<file path="src/rtl/pipe_stage_chain.sv">
// Elastic chain of pipeline registers with valid/ready back-pressure,
// per-stage flush and saturating occupancy, stall and drop statistics.
module pipe_stage_chain #(
  parameter int WIDTH  = 32,
  parameter int STAGES = 4,
  parameter int CNT_W  = 16
) (
  input  logic                        Clk,
  input  logic                        Rst,
  input  logic                        in_valid,
  input  logic [WIDTH-1:0]            in_data,
  output logic                        in_ready,
  output logic                        out_valid,
  output logic [WIDTH-1:0]            out_data,
  input  logic                        out_ready,
  input  logic [STAGES-1:0]           flush_mask,
  output logic [$clog2(STAGES+1)-1:0] occupancy,
  output logic [CNT_W-1:0]            stall_count,
  output logic [CNT_W-1:0]            drop_count
);

  localparam int OCC_W = $clog2(STAGES + 1);
  localparam int SUM_W = ((CNT_W > OCC_W) ? CNT_W : OCC_W) + 1;
  localparam logic [CNT_W-1:0] CNT_MAX = '1;

  logic [WIDTH-1:0]  stageData [STAGES];
  logic [STAGES-1:0] stageValid;
  logic [STAGES-1:0] stageLive;
  logic [STAGES-1:0] stageReady;
  logic [OCC_W-1:0]  validCount;
  logic [OCC_W-1:0]  dropNum;
  logic [SUM_W-1:0]  dropSum;
  logic              stallNow;

  // A flushed occupant counts as empty in the same cycle, so it neither
  // advances nor blocks the stage from accepting a new item.
  assign stageLive = stageValid & ~flush_mask;

  // Ready ripples from the consumer back toward the producer.
  always_comb begin
    logic downReady;
    downReady  = out_ready;
    stageReady = '0;
    for (int i = STAGES - 1; i >= 0; i--) begin
      downReady     = !stageLive[i] || downReady;
      stageReady[i] = downReady;
    end
  end

  assign in_ready  = stageReady[0];
  assign out_valid = stageLive[STAGES-1];
  assign out_data  = stageData[STAGES-1];

  always_comb begin
    validCount = '0;
    dropNum    = '0;
    for (int i = 0; i < STAGES; i++) begin
      validCount = validCount + OCC_W'(stageValid[i]);
      dropNum    = dropNum + OCC_W'(stageValid[i] & flush_mask[i]);
    end
  end

  assign occupancy = validCount;
  assign stallNow  = out_valid && !out_ready;
  assign dropSum   = SUM_W'(drop_count) + SUM_W'(dropNum);

  always_ff @(posedge Clk) begin
    if (Rst) begin
      stageValid <= '0;
      for (int i = 0; i < STAGES; i++) begin
        stageData[i] <= '0;
      end
    end else begin
      if (stageReady[0]) begin
        stageData[0]  <= in_data;
        stageValid[0] <= in_valid;
      end
      for (int i = 1; i < STAGES; i++) begin
        if (stageReady[i]) begin
          stageData[i]  <= stageData[i-1];
          stageValid[i] <= stageLive[i-1];
        end
      end
    end
  end

  always_ff @(posedge Clk) begin
    if (Rst) begin
      stall_count <= '0;
      drop_count  <= '0;
    end else begin
      if (stallNow && (stall_count != CNT_MAX)) begin
        stall_count <= stall_count + CNT_W'(1);
      end
      // Several stages may be flushed at once, so the add is clamped rather
      // than simply stopped at the maximum.
      if (dropSum > SUM_W'(CNT_MAX)) begin
        drop_count <= CNT_MAX;
      end else begin
        drop_count <= dropSum[CNT_W-1:0];
      end
    end
  end

endmodule

</file>
<file path="config.mk">
export PLATFORM = sky130hd
export DESIGN_NAME = pipe_stage_chain
export DESIGN_NICKNAME = d
export VERILOG_FILES = /design/src/rtl/pipe_stage_chain.sv
export SDC_FILE = /design/constraint.sdc
export NUM_CORES = 1
export LEC_CHECK = 0
export CAP_MARGIN = 40
export CORE_MARGIN = 4
export CORE_UTILIZATION = 30
export CTS_CLUSTER_SIZE = 8
export DETAILED_ROUTE_END_ITERATION = 6
export REMOVE_ABC_BUFFERS = 1
export SYNTH_ARGS = -nofsm -noshare
export SYNTH_HDL_FRONTEND = slang
export SYNTH_SLANG_ARGS = --single-unit
</file>
<file path="constraint.sdc">
create_clock -name Clk -period 7.2 [get_ports Clk]
set_input_delay 1.8 -clock Clk [delete_from_list [all_inputs] [get_ports Clk]]
set_output_delay 1.8 -clock Clk [all_outputs]
set_load 0.01 [all_outputs]
</file>
==> flow_summary.yaml <==
outcome:
  status: "complete, no violations"
worst_setup_path:
  end_kind: "output pin"
  critPathBufInv: 5
  crit_arrival_ns: 4.37
  crit_family: "buffers and inverters"
  slowest_stage: "clkdlybuf4s50_1"
  slowest_delay_ns: 0.53
  cp_max_fo: 44
  worstPathRequired_ns: 5.40
  crit_chain: "clkdlybuf4s50_1, or3b_1, buf_4, or3_1, buf_4, nor2_4, inv_2, clkdlybuf4s50_1"
  worstSetupPathType: "primary input to output pin"
  cp-start-kind: "primary input"
sta:
  worst_slack_ns: 1.032
  finalSetupTns_ns: 0
  fmax_ghz: 0.1621
  period_needed_ns: 6.168
  grt_setup_unrepaired: "false"
  slew_headroom_pct: 53.18
  skew_ns: 0.006207
  final-hold-violation-count: 0
  slew_violations: 0
  fin_crit_sh_pct: 85.67
  tightest_slew_ns: 0.7008
  setup_viol: 0
route:
  drtIter0Drc: 278
  wl_um: 12520
  vias: 4114
  antenna_left: 0
  detail_route.wl_per_cell_um: 13.79
  viasPerCell: 4.531
  dr.pass1.iters: 4
  drc: 0
synthesis:
  ys_ff_latch: 164
  synth-seq-area-share_pct: 66.24
  syn_avg_cell_area_um2: 12.83
  yosysWarnings: 0
  synth_enable_flop_cells: 128
  synth_ff_type: "edfxtp_1"
  synth_area_um2: 6890
  yosysTopAreaCellShare_pct: 55.78
  yosysUniqueCellTypes: 41
  async_flop_share_pct: 0
  syn_inst: 537
  yosysTopAreaCell: "edfxtp_1"
  synthTopCellsByArea: "edfxtp_1 (56%), dfxtp_1 (10%), and3_1 (8.9%)"
power_and_ir_drop:
  vdd_drop_max_mv: 0.1466
  p_total_mw: 1.963
  p_leak_nw: 3.398
  power.density_nw_per_um2: 228.5
placed_design:
  dp_cells: 876
  hpwl_um: 9153
  io_buffers: 108
  dp_slack_ns: 1.021
  gp_congestion: 0.7841
floorplan:
  rows: 55
  start_util_pct: 30.43
  die_w_um: 159.6
  core_area_um2: 22640
  ios: 109
  die_area_um2: 25460
  die_height_um: 159.6
cells_and_area:
  layout_common_cells: "edfxtp_1 (128), clkdlybuf4s50_1 (108), and3_1 (98)"
  layout_commonest_cell: "edfxtp_1"
  final_nets: 658
  final_cells: 908
  drive_above_1_share_pct: 7.384
  diodes: 0
  finalCoreUtilization_pct: 37.94
  syn2layout_area_growth_pct: 24.68
clock_network:
  cts_tree: "yes"
  clk_latency_ns: 0.42
  cts.path.max_buffers: 2
  cts_resized: 0
  postCtsSetupRepairBufs: 0
  clock-sinks: 164
  cts_buffers: 17
  htree_levels: 4
  cts_hold_buf: 0
  clkTransAtPathRegs_ns: 0.06
  clockRootBuffer: "clkbuf_16"
grt:
  track_usage_pct: 9.980
  antenna_found_initial: 0
  grt_pass1_wl_um: 20920
  grt_max_degree: 104
  grt_pass1_vias: 4093
  overflow: 0
job:
  max-cap-violations: 0
hold_path:
  min_path_type: "register to register"
## flip-flops by register name, indices dropped and copies added, names as in the netlist
register / count
drop_count: 16
stageData: 128
stall_count: 16
stageValid: 4
## layer usage
layer | up-vias | routed length [um] | global-route usage [%]
met5 | - | 0 | 0
met1 | 1928 | 6119 | 13.42
met4 | 0 | 194 | 4.536
li1 | 2093 | - | -
met2 | 77 | 5865 | 15.54
met3 | 16 | 341 | 2.097
## layout make-up
type | count | area [um2]
inverters | 15 | 56.30
flip-flops and latches | 164 | 4564
multi-input cells | 294 | 1878
clock inverters | 14 | 138.9
clock buffers | 18 | 429.2
well taps | 285 | 356.6
fillers | 2121 | 14050
repair buffers | 118 | 1167
## metrics by stage
stage,area [um2],hold slack (ns)
after floorplan,6499,0.4713
after global placement,7989,0.5023
after detailed placement,8023,0.5014
after CTS,8591,0.5097
after global routing,8591,0.5417
final,8591,0.5128
## cells by family after synthesis
group | after synthesis | share of synthesized area [%]
buffers and inverters | 79 | 6.501
muxes | 4 | 0.5811
and+or+nand+nor | 216 | 18.76
AOI/OAI and AO/OA | 58 | 5.012
xor gates and xnor gates | 8 | 1.017
DFF | 164 | 66.24
adders and majority gates | 8 | 1.889
## cells in the mapped netlist, types with 8 or more instances
| cell type | count |
|---|---|
| a21oi_1 | 25 |
| and2_1 | 33 |
| and3_1 | 98 |
| buf_4 | 32 |
| clkbuf_1 | 27 |
| dfxtp_1 | 36 |
| edfxtp_1 | 128 |
| inv_1 | 14 |
| nand2_1 | 17 |
| nand3_1 | 11 |
| nand4_1 | 9 |
| nor2_1 | 8 |
| nor4_1 | 8 |
| o21ai_0 | 12 |
| or3_1 | 10 |
| or4_1 | 8 |
## worst reg2reg max path: stages (launching register included)
cell and delay [ns]:
dfxtp_1 0.37, nand2_1 0.09, fa_1 0.49, fa_1 0.47
inv_1 0.09, fa_1 0.22, and3_1 0.25, nand2_1 0.08
or4_1 0.67, a21oi_1 0.25
## where the power goes
group / switching [mW] / internal [mW]
clock network: 0.342 / 0.506
registers: 0.00640 / 1.04
logic: 0.0286 / 0.0408
## worst paths after layout
kind	from	slack, ns	cells past startpoint	end
max	flush_mask[3]	1.03	8	in_ready
min	stageData[0][53]	0.51	1	stageData[0][85]
max reg2reg	stageValid[0]	4.16	9	drop_count[1]
min reg2reg	stageData[0][53]	0.51	1	stageData[0][85]
No activity file was read; power rests on OpenSTA's default activity.
